<file path="config.mk">
export PLATFORM = sky130hd
export DESIGN_NAME = alu_seq
export DESIGN_NICKNAME = d
export VERILOG_FILES = /design/src/rtl/alu_seq.sv
export SDC_FILE = /design/constraint.sdc
export NUM_CORES = 1
export LEC_CHECK = 0
export CAP_MARGIN = 15
export CORE_AREA = 2 2 73 47
export DETAILED_ROUTE_END_ITERATION = 7
export DIE_AREA = 0 0 75 49
export PLACE_DENSITY_LB_ADDON = 0.25
export SYNTH_ARGS = -nofsm -noshare
export SYNTH_HDL_FRONTEND = slang
export SYNTH_SLANG_ARGS = --single-unit
</file>
<file path="constraint.sdc">
create_clock -name clk_i -period 1.7 [get_ports clk_i]
set_input_delay 0.34 -clock clk_i [delete_from_list [all_inputs] [get_ports clk_i]]
set_output_delay 0.34 -clock clk_i [all_outputs]
set_load 0.1 [all_outputs]
</file>
<file path="src/rtl/alu_seq.sv">
// Sequencer wrapping an external combinational ALU: request handshake, one execute cycle,
// response handshake. Define ALU_SEQ_OPCNT_EN to add the 16-bit completed-operation counter.
module alu_seq #(
    parameter int unsigned W = 8
) (
    input  logic         clk_i,
    input  logic         rst_i,
    input  logic         req_valid_i,
    output logic         req_ready_o,
    input  logic [W-1:0] req_x_i,
    input  logic [W-1:0] req_y_i,
    input  logic [2:0]   req_op_i,
    output logic [W-1:0] x_o,
    output logic [W-1:0] y_o,
    output logic [2:0]   op_o,
    input  logic [W-1:0] r_i,
    input  logic         fz_i,
    input  logic         fc_i,
    output logic         rsp_valid_o,
    input  logic         rsp_ready_i,
    output logic [W-1:0] rsp_r_o,
    output logic         rsp_fz_o,
    output logic         rsp_fc_o,
`ifdef ALU_SEQ_OPCNT_EN
    output logic [15:0]  opcnt_o,
`endif
    output logic         flag_z_o,
    output logic         flag_c_o
);

    typedef enum logic [1:0] {
        StIdle,
        StExec,
        StResp
    } state_e;

    state_e state_q, state_d;

    logic [W-1:0] x_q, y_q;
    logic [2:0]   op_q;
    logic [W-1:0] rsp_r_q;
    logic         rsp_fz_q, rsp_fc_q;
    logic         flag_z_q, flag_c_q;

    logic accept, capture, done;

    always_comb begin
        state_d     = state_q;
        req_ready_o = 1'b0;
        rsp_valid_o = 1'b0;
        accept      = 1'b0;
        capture     = 1'b0;
        done        = 1'b0;
        case (state_q)
            StIdle: begin
                req_ready_o = 1'b1;
                if (req_valid_i) begin
                    accept  = 1'b1;
                    state_d = StExec;
                end
            end
            StExec: begin
                capture = 1'b1;
                state_d = StResp;
            end
            StResp: begin
                rsp_valid_o = 1'b1;
                if (rsp_ready_i) begin
                    done    = 1'b1;
                    state_d = StIdle;
                end
            end
            default: state_d = StIdle;
        endcase
    end

    always_ff @(posedge clk_i) begin
        if (rst_i) begin
            state_q  <= StIdle;
            x_q      <= '0;
            y_q      <= '0;
            op_q     <= '0;
            rsp_r_q  <= '0;
            rsp_fz_q <= 1'b0;
            rsp_fc_q <= 1'b0;
            flag_z_q <= 1'b0;
            flag_c_q <= 1'b0;
        end else begin
            state_q <= state_d;
            if (accept) begin
                x_q  <= req_x_i;
                y_q  <= req_y_i;
                op_q <= req_op_i;
            end
            // Flags follow the ALU only at the execute capture.
            if (capture) begin
                rsp_r_q  <= r_i;
                rsp_fz_q <= fz_i;
                rsp_fc_q <= fc_i;
                flag_z_q <= fz_i;
                flag_c_q <= fc_i;
            end
        end
    end

`ifdef ALU_SEQ_OPCNT_EN
    logic [15:0] opcnt_q;

    always_ff @(posedge clk_i) begin
        if (rst_i) begin
            opcnt_q <= '0;
        end else if (done) begin
            opcnt_q <= opcnt_q + 16'd1;
        end
    end

    assign opcnt_o = opcnt_q;
`endif

    assign x_o      = x_q;
    assign y_o      = y_q;
    assign op_o     = op_q;
    assign rsp_r_o  = rsp_r_q;
    assign rsp_fz_o = rsp_fz_q;
    assign rsp_fc_o = rsp_fc_q;
    assign flag_z_o = flag_z_q;
    assign flag_c_o = flag_c_q;

endmodule

</file>
Yosys cells after proc, flatten, opt, wreduce, memory -nomap -nowiden --
Cells that the tools add are included.
Word-level totals: input port bits 33, flip-flop bits (word level) 31, output and inout bits 33, word-level logic and storage cells 21
Operators by class: mux-type cells 8, reductions and logical operators 2, equality and inequality tests 4
Operators with widths (number):
- one-hot mux 2 bit (3 select lines) | 1
- two-way mux 1 bit | 5
- two-way mux 2 bit | 2
- inequality test 2 bit (second input constant) | 2
- == test 2 x 1 -> 1 bit (second input constant) | 1
- == test 2 bit (second input constant) | 1
- logical NOT 2 bit | 1
- AND reduction 2 bit | 1

Longest topological paths before layout --
depth after elaboration 3, gate-level depth with buffers 4, gate-level depth less buffers 3

Worst setup path after synthesis --
Ideal clock, no wire load.
kind register -> register, start register state_q[1], end register state_q[1], setup time 0.071 ns, stages on the path, launching flop included 4, data arrival time 2.026 ns, required time 1.629 ns, path buffers 0, path slack -0.397 ns, path through dfxtp_1 > nor2b_1 > nand2b_1 > a21oi_1
On the way: word-level cells in the longest chain between the ends 3
RTL lines:
- start: declaration | line 37 | state_e state_q, state_d;
- start signal: assignment | line 79 | state_q <= StIdle;
- start signal: assignment | line 89 | state_q <= state_d;
- == test 2 bit / logical NOT 2 bit (equally long branches) | line 54 | case (state_q)
- inequality test 2 bit (no line)
- AND reduction 2 bit (no line)
Parallel ways exist; a longest one is shown, timed or not. A chain may end at the register's enable or synchronous reset.

Worst setup path in the final report --
start register state_q[1], end output port rsp_valid_o
On the way: word-level cells in the longest chain between the ends 2
RTL lines:
- == test 2 bit | line 54
- two-way mux 1 bit | line 54
- end: declaration | line 19 | output logic rsp_valid_o,
No other way between the ends.

==> metrics.md <==
| Metric | Value |
|---|---|
| Final ANT Viol Nets | `0` |
| FF+latch area | `623 um^2` |
| Total grt overflow | `0` |
| Peak Freq | `0.669 GHz` |
| Layout Area Growth over Synthesis | `103%` |
| Placed cell areas | `2160 um^2` |
| Die area | `3680 um^2` |
| Sequential share of power | `0.356` |
| Layout cells sized above 1 | `0.268` |
| Gp weighted congestion | `0.725` |
| CP Launch Type | `flop` |
| Area of the multi-input gates | `452 um^2` |
| FF-to-FF path depth | `4` |
| Setup TNS Final | `0 ns` |
| Critical Path RT | `1.36 ns` |
| Cells after Synth | `116` |
| Fill count | `225` |
| Post-DP HPWL | `2.17 mm` |
| Die X-Extent | `75 um` |
| Leak Pwr | `0.920 nW` |
| Avg WL per Cell | `12.4 um` |
| CTS tree | `built` |
| Worst-case clock buffer depth | `2` |
| Reg2Reg Setup Slack | `0.47 ns` |
| Num ports | `66` |
| Total iterations of the first detailed-routing run | `4` |
| Post-CTS resize count | `0` |
| Starting Density | `0.366` |
| Comb power frac | `0.326` |
| Mapped Avg Cell Area | `9.65 um^2` |
| Worst slew pin tran | `0.415 ns` |
| Setup repair bufs after CTS | `0` |
| Critical Path Max Stage Delay | `0.43 ns` |
| # rows | `16` |
| # diodes | `0` |
| NumNets Final | `215` |
| DR vias/cell | `4.41` |
| Seq/Total Area, Yosys | `0.554` |
| Final hold vios | `0` |
| Largest net degree at the start of global routing | `32` |
| Initial antenna violation count | `0` |
| Cells along the critical path | `nor2b_2 > buf_12` |
| Vias in the first global route | `1023` |
| Post-CTS Hold Buffers | `0` |
| All-layer global routing usage | `0.170` |
| Max Slew Vio Count | `0` |
| P per Cell Area | `1020 nW/um^2` |
| Core area | `3060 um^2` |
| Final setup viols | `0` |
| Seq cells post-synth | `31` |
| Worst-skew pair later-pin latency | `0.28 ns` |
| Sw Ratio | `0.330` |
| Final Cycle Share | `0.879` |
| Maximum VDD drop | `0.696 mV` |
| Worst Setup End Kind | `output pin` |
| Post-Syn Area | `1120 um^2` |
| Final Non-Filler Cells | `228` |
| YS warnings | `0` |
| CP Max Fanout | `5` |
| H-tree depth | `2` |
| Switching power | `0.000766 W` |
| Wire length of the first global-routing pass | `4.65 mm` |
| Clock Sinks | `31` |
| Final worst path period need | `1.49 ns` |
| WP data arrival | `1.15 ns` |
| # port buffers | `65` |
| Clk network pwr share | `0.318` |
| Final Power | `0.00232 W` |
| Worst Hold Class | `reg2reg` |
| Die H | `49 um` |
| Inst Count DP | `220` |
| Clk pin slew, worst setup/hold paths | `0.06 ns` |
| Drt total wl | `2.83 mm` |
| Worst path slowest cell | `dfxtp_1` |
| Hold_sp | `rsp_r_o[0]$_SDFFE_PP0N_` |
| Outcome | `finished, final reports clean` |
| Layout Skew | `0.00333 ns` |
| Max-cap violations | `0` |
| Count of different cell masters after synthesis | `13` |
| RSZ-0062 raised after global routing | `no` |
| Relative slew slack | `0.723` |
| Hold EP | `rsp_r_o[0]$_SDFFE_PP0N_` |
| WHS | `0.495 ns` |
| Total CTS buffers | `5` |
| Net Count, Synth | `149` |
| Design Area, Final | `2280 um^2` |
| First-iteration detailed-routing DRC count | `43` |
| Hold-critical path depth | `2` |
| Vias | `1005` |
| # DRC | `0` |
| Reg2reg end | `y_o[7]$_SDFFE_PP0P_` |
| Int Power | `0.00155 W` |
| Critical path type | `reg2out` |
| Root Driver | `clkbuf_8` |
| FF-to-FF Start | `state_q[0]$_SDFFE_PP0P_` |
==> cell usage in the layout (no fill, tap or decap), drive strengths merged <==
master / instances
a21oi: 11
and2b: 1
buf: 36
bufinv: 1
clkbuf: 6
clkdlybuf4s50: 32
clkinv: 1
dfxtp: 31
mux2i: 19
nand2: 20
nand2b: 2
nor2: 20
nor2b: 2
nor3b: 1
==> routing by layer <==
layer | vias up | share of wire | track usage
met1 | 462 | 0.42 | 0.194
li1 | 505 | - | -
met5 | - | 0 | 0
met4 | 0 | 0.011 | 0.0536
met2 | 33 | 0.49 | 0.278
met3 | 5 | 0.082 | 0.0826
==> flip-flops by register name (all words and copies together), names as in the netlist <==
| signal | flops |
|---|---|
| flag_c_o | 1 |
| flag_z_o | 1 |
| op_o | 3 |
| rsp_r_o | 8 |
| state_q | 2 |
| x_o | 8 |
| y_o | 8 |
==> critical path: cells and delay by family (launching register included) <==
kind | cells | cell delay (ns)
and+or+nand+nor | 1 | 0.25
DFF | 1 | 0.43
buffers and inverters | 1 | 0.19
==> power by group through the flow <==
stage	registers [W]	logic [W]	clock network (W)
5_1_grt	0.000830	0.000783	0.000785
4_1_cts	0.000825	0.000763	0.000762
6_report	0.000825	0.000757	0.000738
2_1_floorplan	0.00112	0.000159	0
3_5_place_dp	0.000841	0.000761	0
3_3_place_gp	0.000838	0.000752	0
==> per-stage QoR <==
step                      worst slack [ns]   util
final                                0.205  0.743
after global routing                 0.102  0.743
after CTS                            0.182  0.743
after detailed placement            0.0499  0.705
after global placement               0.113  0.705
after floorplan                      0.116      -
==> worst max-delay path by stage <==
| stage | start | endpoint | slack, ns | depth (start not counted) |
|---|---|---|---|---|
| global route | state_q[1]$_SDFFE_PP0P_ | rsp_valid_o | 0.10 | 2 |
| detailed placement | req_valid_i | x_o[5]$_SDFFE_PP0P_ | 0.05 | 5 |
| CTS | state_q[1]$_SDFFE_PP0P_ | rsp_valid_o | 0.18 | 2 |
| floorplan | state_q[1]$_SDFFE_PP0P_ | rsp_valid_o | 0.12 | 1 |
| global placement | req_valid_i | x_o[7]$_SDFFE_PP0P_ | 0.11 | 5 |
| finish | state_q[1]$_SDFFE_PP0P_ | rsp_valid_o | 0.21 | 2 |
==> kinds of logic after synthesis <==
family,synth area share
AO/OA/AOI/OAI,0.0492
flip-flops,0.554
AND/OR/NAND/NOR,0.174
multiplexers,0.170
buffers and inverters,0.0525
==> cell type report <==
cell class | instances | area share
clock inverters | 2 | 0.0154
well taps | 45 | 0.0247
repair buffers | 68 | 0.452
multi-input cells | 76 | 0.198
flip-flops and latches | 31 | 0.274
clock buffers | 6 | 0.0363
==> cells in the mapped netlist (all sizes together) <==
cell    count  share of area
buf         6          0.042
mux2i      19           0.17
nor3b       1          0.011
nor2b       2          0.011
nand2b      2          0.011
a21oi      11          0.049
nand2      20          0.067
clkbuf      3          0.010
dfxtp      31           0.55
nor2       20          0.067
and2b       1         0.0067
(Power assumes the default switching activity.)
